$ cat src/rtl/uart_tx_if.sv
// TX FIFO read-side handshake between the transmit FIFO and the UART shifter.
// The FIFO is first-word-fall-through: din is valid whenever fifo_empty is low.
interface uart_tx_if;
  logic       fifo_empty;
  logic [7:0] din;
  logic       pop;

  modport master (output fifo_empty, output din, input pop);
  modport slave  (input fifo_empty, input din, output pop);
endinterface

$ cat src/rtl/uart_tx_top.sv
// 16550-style UART transmitter: start / 5-8 data bits LSB-first / optional parity /
// 1, 1.5 or 2 stop bits, paced by a 16x oversample baud tick.
module uart_tx_top #(
  parameter int OVS = 16
) (
  input  logic       clk,
  input  logic       rst_n,
  input  logic       baud_pulse,
  input  logic [1:0] wls,
  input  logic       stb,
  input  logic       pen,
  input  logic       eps,
  input  logic       sticky_parity,
  input  logic       set_break,
  uart_tx_if.slave   fifo,
  output logic       tx,
  output logic       sreg_empty
);

  localparam int CNT_W = $clog2(2 * OVS);
  localparam logic [CNT_W-1:0] LAST_BIT_TICK   = CNT_W'(OVS - 1);
  localparam logic [CNT_W-1:0] LAST_STOP2_TICK = CNT_W'(2 * OVS - 1);
  localparam logic [CNT_W-1:0] LAST_STOP15_TICK = CNT_W'(OVS * 3 / 2 - 1);

  typedef enum logic [2:0] {IDLE, START, DATA, PARITY, STOP} state_t;

  state_t           state, state_n;
  logic [CNT_W-1:0] tick_cnt;
  logic [CNT_W-1:0] tick_max;
  logic [2:0]       bit_cnt;
  logic [2:0]       last_bit;
  logic [7:0]       shreg;
  logic [1:0]       wls_q;
  logic             stb_q;
  logic             pen_q;
  logic             par_q;
  logic             tx_q;
  logic             load;
  logic             tick_last;

  // Parity over the word masked to its configured length; sticky forces a constant.
  function automatic logic parity_bit(input logic [7:0] d, input logic [1:0] w,
                                      input logic sticky, input logic even);
    logic [7:0] mask;
    logic       x;
    mask = 8'hFF >> (2'd3 - w);
    x    = ^(d & mask);
    case ({sticky, even})
      2'b00:   parity_bit = ~x;
      2'b01:   parity_bit = x;
      2'b10:   parity_bit = 1'b1;
      default: parity_bit = 1'b0;
    endcase
  endfunction

  always_comb begin
    tick_max = LAST_BIT_TICK;
    if (state == STOP && stb_q)
      tick_max = (wls_q == 2'b00) ? LAST_STOP15_TICK : LAST_STOP2_TICK;
  end

  assign last_bit  = 3'd4 + {1'b0, wls_q};
  assign tick_last = baud_pulse && (tick_cnt == tick_max);

  always_comb begin
    state_n = state;
    load    = 1'b0;
    case (state)
      IDLE: begin
        if (baud_pulse && !fifo.fifo_empty) begin
          load    = 1'b1;
          state_n = START;
        end
      end
      START: if (tick_last) state_n = DATA;
      DATA: begin
        if (tick_last && bit_cnt == last_bit)
          state_n = pen_q ? PARITY : STOP;
      end
      PARITY: if (tick_last) state_n = STOP;
      STOP: begin
        if (tick_last) begin
          if (!fifo.fifo_empty) begin
            load    = 1'b1;
            state_n = START;
          end else begin
            state_n = IDLE;
          end
        end
      end
      default: state_n = IDLE;
    endcase
  end

  // Gating with rst_n keeps pop low while reset is held, whatever the inputs do.
  assign fifo.pop = load & rst_n;

  always_ff @(posedge clk or negedge rst_n) begin
    if (!rst_n) begin
      state      <= IDLE;
      tick_cnt   <= '0;
      bit_cnt    <= '0;
      tx_q       <= 1'b1;
      sreg_empty <= 1'b1;
    end else begin
      state <= state_n;
      if (load || tick_last)
        tick_cnt <= '0;
      else if (baud_pulse && state != IDLE)
        tick_cnt <= tick_cnt + 1'b1;

      if (load)
        bit_cnt <= '0;
      else if (state == DATA && tick_last)
        bit_cnt <= bit_cnt + 1'b1;

      if (load) begin
        tx_q       <= 1'b0;
        sreg_empty <= 1'b0;
      end else if (tick_last) begin
        case (state)
          START:  tx_q <= shreg[0];
          DATA:   tx_q <= (bit_cnt == last_bit) ? (pen_q ? par_q : 1'b1) : shreg[0];
          PARITY: tx_q <= 1'b1;
          STOP: begin
            tx_q       <= 1'b1;
            sreg_empty <= 1'b1;
          end
          default: tx_q <= 1'b1;
        endcase
      end
    end
  end

  // Frame word and configuration are frozen at load; shreg[0] is always the next bit to send.
  always_ff @(posedge clk) begin
    if (load) begin
      shreg <= fifo.din;
      wls_q <= wls;
      stb_q <= stb;
      pen_q <= pen;
      par_q <= parity_bit(fifo.din, wls, sticky_parity, eps);
    end else if (tick_last && (state == START || state == DATA)) begin
      shreg <= shreg >> 1;
    end
  end

  assign tx = tx_q & ~set_break;

endmodule

$ cat src/flat_wrapper.sv
// flat-port wrapper written by rule: the top's interface ports become plain ports
module uart_tx_top_flat 
#(
  parameter int OVS = 16
)
  (clk, rst_n, baud_pulse, wls, stb, pen, eps, sticky_parity, set_break, tx, sreg_empty, fifo_fifo_empty, fifo_din, fifo_pop);
  uart_tx_if fifo_i ();
  input  logic clk;
  input  logic rst_n;
  input  logic baud_pulse;
  input  logic [1:0] wls;
  input  logic stb;
  input  logic pen;
  input  logic eps;
  input  logic sticky_parity;
  input  logic set_break;
  output logic tx;
  output logic sreg_empty;
  input wire logic [$bits(fifo_i.fifo_empty)-1:0] fifo_fifo_empty;
  input wire logic [$bits(fifo_i.din)-1:0] fifo_din;
  output wire logic [$bits(fifo_i.pop)-1:0] fifo_pop;
  assign fifo_i.fifo_empty = fifo_fifo_empty;
  assign fifo_i.din = fifo_din;
  assign fifo_pop = fifo_i.pop;
  uart_tx_top #(.OVS(OVS)) u_core (.clk(clk), .rst_n(rst_n), .baud_pulse(baud_pulse), .wls(wls), .stb(stb), .pen(pen), .eps(eps), .sticky_parity(sticky_parity), .set_break(set_break), .fifo(fifo_i), .tx(tx), .sreg_empty(sreg_empty));
endmodule
$ cat config.mk
export PLATFORM = sky130hd
export DESIGN_NAME = uart_tx_top_flat
export DESIGN_NICKNAME = d
export VERILOG_FILES = /design/src/rtl/uart_tx_if.sv /design/src/rtl/uart_tx_top.sv /design/src/flat_wrapper.sv
export SDC_FILE = /design/constraint.sdc
export NUM_CORES = 1
export LEC_CHECK = 0
export ABC_CLOCK_PERIOD_IN_PS = 3600
export BUFFER_PORTS_ARGS = -buffer_cell sky130_fd_sc_hd__clkbuf_2
export CORE_UTILIZATION = 40
export DETAILED_ROUTE_END_ITERATION = 8
export SYNTH_ARGS = -nofsm -noshare
export SYNTH_HDL_FRONTEND = slang
export SYNTH_SLANG_ARGS = --single-unit
$ cat constraint.sdc
create_clock -name clk -period 3.6 [get_ports clk]
set_input_delay 1.08 -clock clk [delete_from_list [all_inputs] [get_ports clk]]
set_output_delay 1.08 -clock clk [all_outputs]
set_load 0.02 [all_outputs]
=== Word-level counts from Yosys, hierarchy flattened ===
Index checks and enable logic that the tools add are counted.

* Bits in registers: 26
* Input bits: 19
* Bits in read-only memories: 0
* Memories kept: 0
* Bits in latches: 0
* Logic and storage cells: 84
* Output and inout bits: 3
* RAM bits: 0

* Bitwise gates (word level): 5
* Equal/unequal tests: 13
* Reductions and logical operators: 22
* Mux-type cells: 29
* Shifts and indexed selects: 1
* $lt $le $gt $ge: 0
* $mul: 0
* Div/mod/pow operators: 0
* Add/subtract/negate cells: 4

{| class="wikitable"
|+ Operators by type and width
! kind !! count
|-
| 3-bit two-way mux || 8
|-
| 8-bit two-way mux || 2
|-
| 5-bit two-way mux || 3
|-
| 3-bit one-hot mux with 5 select lines || 1
|-
| 1-bit two-way mux || 11
|-
| 2-bit by 1-bit != test with 1-bit output, second input constant || 5
|-
| 2-bit nonzero test || 5
|-
| 8-bit AND || 1
|-
| 8-bit XOR reduction || 1
|-
| 8-bit by 2-bit >> shifter with 8-bit output, first input constant || 1
|-
| 1-bit logical AND || 7
|-
| 3-bit by 2-bit == test with 1-bit output, second input constant || 2
|-
| 5-bit by 1-bit adder with 5-bit output, second input constant || 1
|-
| 5-bit == test || 1
|-
| 5-bit AND reduction || 1
|-
| 2-bit zero test || 2
|-
| 4-bit two-way mux || 1
|-
| 1-bit one-hot mux with 2 select lines || 2
|-
| 3-bit by 1-bit adder with 3-bit output, second input constant || 1
|-
| 3-bit by 2-bit adder with 3-bit output, first input constant || 1
|-
| 3-bit by 1-bit == test with 1-bit output, second input constant || 1
|-
| 3-bit == test || 1
|-
| 3-bit == test, second input constant || 1
|-
| 3-bit zero test || 1
|-
| other kinds (10) || 13
|}

=== Longest topological paths before layout ===
Gate-level depths: netlist (run 1).

* Depth in word-level cells: 9
* Mapped depth: 8
* Mapped depth without buffers: 6

=== Worst setup path after synthesis (run 1) ===
OpenSTA, ideal clock, no wires.

* Path kind: input -> output
* Start point: in fifo_fifo_empty
* End point: out fifo_pop
* Arrival: 2.140 ns
* Data required time: 2.520 ns
* Path buffers: 1
* Cell stages on the path: 5
* Setup slack: 0.380 ns
* Path through: nand2b_1 > o41a_1 > inv_2 > buf_8 > and2_1

* Word-level cells in the longest chain between the ends: 5
* Elaborated cells between the ends (all ways): 7

{| class="wikitable"
|+ Ends and longest elaborated chain
! item !! RTL line !! text
|-
| from (decl) || flat_wrapper.sv:19 || <nowiki>input wire logic [$bits(fifo_i.fifo_empty)-1:0] fifo_fifo_empty;</nowiki>
|-
| 1-bit zero test || uart_tx_top.sv:70 || <nowiki>if (baud_pulse && !fifo.fifo_empty) begin</nowiki>
|-
| 1-bit logical AND || uart_tx_top.sv:70 ||
|-
| 1-bit two-way mux || uart_tx_top.sv:70 ||
|-
| 1-bit one-hot mux with 2 select lines (*) || uart_tx_top.sv:68 || <nowiki>case (state)</nowiki>
|-
| named net u_core.load || uart_tx_top.sv:38 || <nowiki>logic load;</nowiki>
|-
| 1-bit AND (*) || uart_tx_top.sv:96 || <nowiki>assign fifo.pop = load & rst_n;</nowiki>
|-
| to (decl) || flat_wrapper.sv:21 || <nowiki>output wire logic [$bits(fifo_i.pop)-1:0] fifo_pop;</nowiki>
|}

Mark *: on every way through the listed nets, which the timed path passes. The rest lies on a longest branch.

=== Final worst setup path (run 1) ===
* Start point: in fifo_fifo_empty
* End point: out fifo_pop

* Word-level cells in the longest chain between the ends: 5
* Elaborated cells between the ends (all ways): 7

{| class="wikitable"
|+ Ends and longest elaborated chain
! item !! RTL line
|-
| 1-bit zero test || uart_tx_top.sv:70
|-
| 1-bit logical AND || uart_tx_top.sv:70
|-
| 1-bit two-way mux || uart_tx_top.sv:70
|-
| 1-bit one-hot mux with 2 select lines (*) || uart_tx_top.sv:68
|-
| 1-bit AND (*) || uart_tx_top.sv:96
|}

Mark *: on every way between the ends. The rest lies on a longest branch, timed or not.

==> results of run 1 <==
## critical path: stages
cell      delay (ps)
clkbuf_2         110
nand2b_1         160
o41a_1           470
inv_2             70
and2_1           120
clkbuf_2         160
## Yosys cell counts (2+ instances only)
| library cell | n | share of area, % |
|---|---|---|
| xor2_1 | 5 | 2.9 |
| mux2_4 | 4 | 4.0 |
| buf_4 | 2 | 1.0 |
| edfxtp_1 | 13 | 26 |
| dfstp_2 | 2 | 3.5 |
| dfrtp_1 | 11 | 18 |
| inv_1 | 5 | 1.2 |
| o41a_1 | 2 | 1.5 |
| nand2b_1 | 4 | 1.7 |
| nor2_1 | 9 | 2.2 |
| nand4_1 | 3 | 1.2 |
| or4_1 | 2 | 1.0 |
| nand2_1 | 5 | 1.2 |
| ha_1 | 2 | 1.7 |
| mux2_2 | 3 | 2.2 |
| a21oi_1 | 6 | 2.0 |
| mux2i_1 | 2 | 1.3 |
| nand3_1 | 6 | 2.0 |
| o21ai_1 | 2 | 0.66 |
| xnor2_1 | 5 | 2.9 |
| nor2b_1 | 2 | 0.83 |
| o31ai_1 | 2 | 1.0 |
| o21ai_0 | 4 | 1.3 |
| o211ai_1 | 3 | 1.5 |
| and3_1 | 2 | 0.83 |
| or3_1 | 3 | 1.2 |
| and2_1 | 3 | 1.2 |
## report_power, final
part / internal (mW) / switching, mW
combinational: 0.0947 / 0.0901
sequential: 0.365 / 0.0460
clock: 0.149 / 0.0946
total: 0.608 / 0.231
## logic make-up after synthesis
kind of cell | share of synthesized area (%)
XOR/XNOR | 8.39
multiplexers | 7.56
AO/OA/AOI/OAI | 13.3
adder cells (fa/ha/maj) | 1.66
flip-flops | 47.7
AND/OR/NAND/NOR | 16.9
buffers and inverters | 4.57
## worst min-delay path by stage
stage                                  from                end  slack (ps)  cells after the start
after floorplan           u_core.bit_cnt[2]  u_core.bit_cnt[2]         510                      2
after global placement    u_core.sreg_empty  u_core.sreg_empty         520                      2
after detailed placement    u_core.shreg[1]    u_core.shreg[0]         530                      1
after CTS                 u_core.sreg_empty  u_core.sreg_empty         550                      2
after global routing        u_core.shreg[7]    u_core.shreg[6]         570                      1
final                     u_core.sreg_empty  u_core.sreg_empty         550                      2
## area by class of cell
cell class                      instances  area (sq um)
Multi-Input combinational cell         95           719
Timing Repair Buffer                   24           128
Sequential cell                        26           718
Clock inverter                          1          30.0
Fill cell                             333          1750
Tap cell                               46          57.6
Inverter                                6          22.5
Clock buffer                            3          41.3
## metrics by stage
step,total power [mW],utilization [%],hold WS [ps],std cells,instance area (sq um)
4_1_cts,0.848,49.5,551,201,1720
5_1_grt,0.888,49.5,569,201,1720
3_3_place_gp,0.589,47.4,517,197,1650
6_report,0.839,49.5,545,201,1720
2_1_floorplan,0.546,-,513,132,1510
3_5_place_dp,0.604,47.4,534,197,1650
## sequential cells by signal, indices dropped and copies added, names as in the netlist
signal,cells
u_core.sreg_empty,1
u_core.wls_q,2
u_core.pen_q,1
u_core.bit_cnt,3
u_core.shreg,8
u_core.tick_cnt,5
u_core.tx_q,1
u_core.stb_q,1
u_core.state,3
u_core.par_q,1
## per-layer routing
layer	global-route usage (%)	vias to the layer above
li1	-	535
met1	18.7	529
met2	26.9	31
met3	4.35	2
met4	2.56	0
met5	0	-
==> impl_results.md, run 1 <==
- Status: finished, final reports clean
- Commonest non-fill, non-tap cell in the layout: clkbuf_2
- M1 wire length: 1260 um
- Met2 WL: 1430 um
- DR WL/cell: 14.1 um
- Setup WS pre-CTS: 352 ps
- Prevailing post-synth register cell: edfxtp_1
- Die area: 4020 sq um
- EDFF count, synth: 13
- All-Layer GR Usage: 15.3%
- DR vias/cell: 5.46
- PnR worst setup slack: 357 ps
- Root Driver: clkbuf_8
- Slew Limit Fails: 0
- CTS Buf Count: 3
- Hold Fails Final Rpt: 0
- Die X: 63.4 um
- Post-CTS Hold Buffers: 0
- Worst rel slew slack: 45.4%
- Share of layout cells above drive strength 1: 27.7%
- Clk_skew: 7.52 ps
- Number of antenna violations at the first check in global routing: 0
- Routed wire length: 2830 um
- Crit Reg-Reg Startpoint: u_core.state[1]
- DR WL met3: 129 um
- Routed via count: 1097
- CP required: 2520 ps
- Power density cells: 489 nW/um^2
- Fin Setup TNS: 0 ps
- WP data arrival: 2160 ps
- Sequential area share after synthesis: 47.7%
- Sink Count: 26
- Grt total ovfl: 0
- Worst Setup SP: fifo_fifo_empty
- CP Capture Point: fifo_pop
- Core region area: 3470 sq um
- Type of the worst setup path: input port to output pin
- RSZ-0062 raised after global routing: no
- Startpoint Class: input port
- I/O pin count: 22
- Initial DRC Count: 47
- Max layer used: met4
- Layout net count: 177
- Yosys warning count: 0
- # DRC: 0
- Final min period: 3240 ps
- Final ANT Viol Nets: 0
- Post-Synthesis Cell Area: 1510 sq um
- Asr flop ratio synth: 50.0%
- Reg clk slew, reported paths: 100 ps
- Layout area overhead: 14.0%
- Final Cycle Share: 90.1%
- Port-buffer cells: 21
- Max-Cap Viols: 0
- Avg Inst Size Synth: 11.4 sq um
- R2r setup slk: 1170 ps
- Postcts setup bufs: 0
- Largest net degree at the start of global routing: 19
- Number of diodes: 0
- Most frequent cells in the layout: clkbuf_2, edfxtp_1, dfrtp_1
- Vias in the first global route: 1078
- Post-cts sizing count: 0
- CTS tree: built
- Longest Clk Path Bufs: 2
- Syn_nets: 153
- Critical R2R Capture: u_core.shreg[0]
- Die Ht: 63.4 um
- Starting Density: 43.4%
- Clk Latency, worst-skew pair: 270 ps
- Fmax: 308 MHz
- Synth unique cells: 47
- First-pass GRT wire length: 4770 um
- Cells after Synth: 132
- Hold Crit Class: register to register
- Critical Path Fanout Max: 4
- CTS H-tree depth: 1
- Worst-Margin Slew: 798 ps
- Seq cells post-synth: 26
- Placer Congestion: 0.843
- Reg2Reg Depth: 7
- Row cnt: 21
- DP HPWL: 2180 um
- LEAKAGE: 0.707 nW
- Setup violations, final: 0
- Crit end category: output pin
- DRT Pass-1 Iters: 4
- Max rail drop VDD: 0.000235 V
(Power assumes the default switching activity.)
==> run 2: changes to the inputs <==
CORE_UTILIZATION = 28   (was 40)
==> impl_results.md, run 2 (synthesis gave the netlist of run 1 again) <==
- Row cnt: 26
- Root Driver: clkbuf_8
- Fill cell count: 540
- Area of the multi-input gates: 719 sq um
- CTS H-tree depth: 1
- Postcts setup bufs: 0
- Routed wire length: 2740 um
- Number of antenna violations at the first check in global routing: 0
- Share of layout cells above drive strength 1: 27.7%
- Slew Limit Fails: 0
- Largest net degree at the start of global routing: 19
- Power density cells: 479 nW/um^2
- CTS Buf Count: 3
- Vias in the first global route: 954
- CTS tree: built
- DP HPWL: 2060 um
- Clk Latency, worst-skew pair: 270 ps
- LEAKAGE: 0.707 nW
- Grt total ovfl: 0
- Max rail drop VDD: 0.000191 V
- First-pass GRT wire length: 4620 um
- Hold Fails Final Rpt: 0
- Final non-filler cell total: 225
- Buffers & Inverters on Critical Path: 2
- Post-cts sizing count: 0
- WP data arrival: 2180 ps
- Status: finished, final reports clean
- Crit end category: output pin
- I/O pin count: 22
- All-Layer GR Usage: 10.8%
- DRT Pass-1 Iters: 4
- Fmax: 307 MHz
- Reg clk slew, reported paths: 100 ps
- Final min period: 3260 ps
- Layout area overhead: 15.9%
- Fin Setup TNS: 0 ps
- PnR worst setup slack: 344 ps
- Placed instance area: 1680 sq um
- Layout net count: 177
- Core region area: 5140 sq um
- Startpoint Class: register
- Setup WS pre-CTS: 348 ps
- Type of the worst setup path: register to output pin
- Routed via count: 1035
- Critical Path Fanout Max: 12
- Post-CTS Hold Buffers: 0
- Initial DRC Count: 44
- Sink Count: 26
- Worst rel slew slack: 43.3%
- Starting Density: 29.3%
- Commonest non-fill, non-tap cell in the layout: clkbuf_2
- Worst-Margin Slew: 829 ps
- Crit path max-delay family: simple AND/OR/NAND/NOR gates
- Clk_skew: 15.3 ps
- Hold Crit Class: register to register
- Slowest stage delay, CP: 510 ps
- Number of diodes: 0
- Design area: 1750 sq um
- Longest Clk Path Bufs: 2
- RSZ-0062 raised after global routing: no
- Pwr Total: 0.836 mW
- Hold Worst Slack: 533 ps
- Die area: 5680 sq um
- Setup violations, final: 0
- Final ANT Viol Nets: 0
- # DRC: 0
- Die Ht: 75.4 um
- DR WL/cell: 12.2 um
- Placer Congestion: 0.839
- Final Cycle Share: 90.4%
- Max reg flops: 8
- Max stage delay cell, worst path: dfrtp_1
- Crit-path cells: nand2b_2 -> nor4b_2 -> o21ai_1 -> o41a_1 -> inv_2 -> and2_1 -> clkbuf_2
- Die X: 75.4 um
- Max-Cap Viols: 0
- Storage cell area: 718 sq um
- Placed insts: 221
- Final core utilization: 34.0%
- Most frequent cells in the layout: clkbuf_2, edfxtp_1, dfrtp_1
- Biggest regs: u_core.shreg: 8 flops, u_core.tick_cnt: 5 flops
- DR vias/cell: 4.60
- CP required: 2520 ps
- Largest register by flop count: u_core.shreg
- Port-buffer cells: 21
[run 2: worst paths after layout]
check                                  start                  to  slack, ps  cells after the start
min in group asynchronous              rst_n  u_core.tick_cnt[2]        770                      2
max reg2reg                  u_core.state[1]     u_core.shreg[1]       1150                      7
max in group asynchronous              rst_n         u_core.tx_q       2580                      2
max                          u_core.state[1]            fifo_pop        340                      7
min reg2reg                u_core.sreg_empty   u_core.sreg_empty        530                      2
min                        u_core.sreg_empty   u_core.sreg_empty        530                      2
[run 2: layout make-up]
cell class,count,area share [%]
Clock inverter,1,1.72
Sequential cell,26,41.1
Timing Repair Buffer,24,7.31
Tap cell,70,5.01
Multi-Input combinational cell,95,41.2
Clock buffer,3,2.36
Inverter,6,1.29
[run 2: where the power goes]
group          internal [mW]  total, mW  leakage (nW)  switching, mW
Combinational         0.0938      0.181         0.395         0.0867
Sequential             0.365      0.410         0.276         0.0451
Clock                  0.149      0.245        0.0357         0.0966
[run 2: tightest hold or removal path, delay by kind of cell, from the launching register on]
| family | cells | cell delay, ps |
|---|---|---|
| DFF | 1 | 380 |
| AOI/OAI and AO/OA | 2 | 150 |
[run 2: routing by layer]
metal	share of wire (%)	global-route usage, %
met1	53	16.7
met2	42	15.5
met3	4.1	1.98
met4	0.84	3.09
met5	0	0
==> run 3: changes to the inputs <==
ABC_AREA = 1   (was not set)
==> impl_results.md, run 3 <==
- CP required: 2520 ps
- Placed instance area: 1740 sq um
- Fill cell count: 549
- Compound-Gate Fraction of Synth Area: 5.04%
- Critical R2R Capture: u_core.shreg[2]
- Slew Limit Fails: 0
- Crit-path cells: clkbuf_2 -> inv_1 -> nor2_1 -> nand2_1 -> nor2_4 -> nand3_4 -> nand2_2 -> inv_2 -> nor2_2 -> clkbuf_2
- CTS tree: built
- Row cnt: 26
- DP HPWL: 2290 um
- CTS H-tree depth: 1
- I/O pin count: 22
- Synth top area share: 25.0%
- Worst rel slew slack: 71.6%
- # DRC: 0
- Final core utilization: 34.7%
- Cells after Synth: 195
- Reg clk slew, reported paths: 90 ps
- Largest family of logic cells by synthesized area: simple AND/OR/NAND/NOR gates
- Syn_nets: 216
- Type of the worst setup path: input port to output pin
- Area leader, netlist: edfxtp_1
- Int Power: 0.672 mW
- Grt total ovfl: 0
- Asr flop ratio synth: 50.0%
- EDFF count, synth: 13
- Largest net degree at the start of global routing: 16
- Starting Density: 29.9%
- Max rail drop VDD: 0.000195 V
- Setup violations, final: 0
- Reg2Reg Depth: 7
- Die X: 76.7 um
- Number of antenna violations at the first check in global routing: 0
- Biggest regs: u_core.shreg: 8 flops, u_core.tick_cnt: 5 flops
- WP data arrival: 2160 ps
- Vias in the first global route: 1169
- LEAKAGE: 0.890 nW
- Post-Synthesis Cell Area: 1560 sq um
- Critical Path Fanout Max: 12
- Prevailing post-synth register cell: edfxtp_1
- Storage cell area: 718 sq um
- DR vias/cell: 4.33
- Hold_sp: u_core.shreg[2]
- Max stage delay cell, worst path: clkbuf_2
- Final ANT Viol Nets: 0
- Most frequent cell after synthesis: nand2_1
- Hold Path Stages: 2
- Fin Setup TNS: 0 ps
- Number of diodes: 0
- Xor and xnor area share after synthesis: 4.48%
- Avg Inst Size Synth: 8.02 sq um
- Slowest stage delay, CP: 170 ps
- Postcts setup bufs: 0
- Sw Pwr: 0.400 mW
- Post-Synth Adder-Cell Area: 1.60%
- Synth top area cells: edfxtp_1, dfrtp_1, nand2_1
- Post-CTS Hold Buffers: 0
- Startpoint Class: input port
- Synth unique cells: 28
- Clock share of power: 22.3%
- Comb pwr share: 36.0%
- Final Cycle Share: 89.9%
- Area of the multi-input gates: 717 sq um
- Mux cell area share after synthesis: 0%
- Hold Fails Final Rpt: 0
- All-Layer GR Usage: 10.9%
- Yosys warning count: 0
- Final min period: 3240 ps
- Commonest non-fill, non-tap cell in the layout: nand2_1
- Max reg flops: 8
- Buffers & Inverters on Critical Path: 4
- Fmax: 309 MHz
- Routed via count: 1252
- Design area: 1820 sq um
- Flop pwr share: 41.7%
- Sink Count: 26
- Clk Latency, worst-skew pair: 270 ps
- Most frequent cells after synthesis: nand2_1, inv_1, nor2_1
- Crit end category: output pin
- Max-Cap Viols: 0
- Largest register by flop count: u_core.shreg
- Longest Clk Path Bufs: 2
- RSZ-0062 raised after global routing: no
- Simple-gate share of the synthesized area: 34.7%
- Port-buffer cells: 21
- Routed wire length: 2860 um
- Clk_skew: 7.16 ps
- Share of layout cells above drive strength 1: 21.5%
- Root Driver: clkbuf_8
- DRT Pass-1 Iters: 4
- Core region area: 5240 sq um
- Hold path endpoint: u_core.shreg[1]
- CTS Buf Count: 3
- Worst-Margin Slew: 425 ps
- Switching Share: 37.3%
- Layout net count: 241
- DR WL/cell: 9.88 um
- Most frequent CP cell: clkbuf_2
- Status: finished, final reports clean
- Crit path max-delay family: simple AND/OR/NAND/NOR gates
- Crit Reg-Reg Startpoint: u_core.state[0]
- Most frequent cells in the layout: nand2_1, inv_1, clkbuf_2
- Sequential area share after synthesis: 45.9%
- Die area: 5890 sq um
- Layout area overhead: 16.1%
- Hold Crit Class: register to register
- Post-cts sizing count: 0
- Placer Congestion: 0.743
- R2r setup slk: 1650 ps
- First-pass GRT wire length: 5020 um
- Die Ht: 76.7 um
- Seq cells post-synth: 26
- Power density cells: 590 nW/um^2
- Initial DRC Count: 64
[run 3: changes by cell type in the layout (fill, tap and decap cells not counted), sizes merged, moves of 3 or more]
cell / delta
xnor2: -3
nand2b: -5
and2: -3
or3: -3
nand4: +3
nor2: +13
nand2: +63
nand3: +12
inv: +21
mux2: -7
o211ai: -3
[run 3: layout make-up]
cell class              instances  share of cell area, %
flip-flops and latches         26                   39.6
clock buffers                   3                   2.27
inverters                      27                   5.58
repair buffers                 23                   6.62
multi-input cells             139                   39.5
well taps                      70                   4.82
clock inverters                 1                   1.65
[run 3: through the flow]
step	instances	total power, mW	hold slack [ps]	setup WS [ps]
floorplan	195	0.763	487	536
global placement	285	0.838	495	370
detailed placement	285	0.847	503	352
CTS	289	1.09	526	348
global route	289	1.16	569	260
finish	289	1.07	522	364
[run 3: how the worst max path moves through the flow]
| stage | from | end | cells after the start |
|---|---|---|---|
| finish | baud_pulse | fifo_pop | 10 |
| global route | baud_pulse | fifo_pop | 10 |
| CTS | baud_pulse | fifo_pop | 10 |
| detailed placement | baud_pulse | fifo_pop | 10 |
| global placement | baud_pulse | fifo_pop | 10 |
| floorplan | baud_pulse | fifo_pop | 9 |
[run 3: worst reg2reg max path, cell delays in order (launching register included)]
cell     delay [ps]
dfrtp_1         460
nor2_4          200
nand3_2         100
nand2_2          70
inv_2            40
nor2_4          160
nand2_2         160
o21ai_2         410
[run 3: kinds of logic (layout without fill, tap and decap cells)]
family	count (synthesis)	count (layout)
DFF	26	26
and+or+nand+nor	116	116
xor gates and xnor gates	8	8
AOI/OAI and AO/OA	13	13
buffers and inverters	30	54
adders and majority gates	2	2
[run 3: routing by layer]
layer  global-route usage [%]  part of all wire, %
met1                     14.1                   51
met2                     17.9                   44
met3                     1.31                  3.6
met4                     5.19                  1.9
met5                        0                    0
[run 3: power groups by stage]
stage / logic, mW / clock network (mW) / registers (mW)
final: 0.386 / 0.239 / 0.447
after CTS: 0.395 / 0.245 / 0.447
after global placement: 0.386 / 0 / 0.452
after detailed placement: 0.394 / 0 / 0.453
after floorplan: 0.333 / 0 / 0.430
after global routing: 0.449 / 0.254 / 0.461
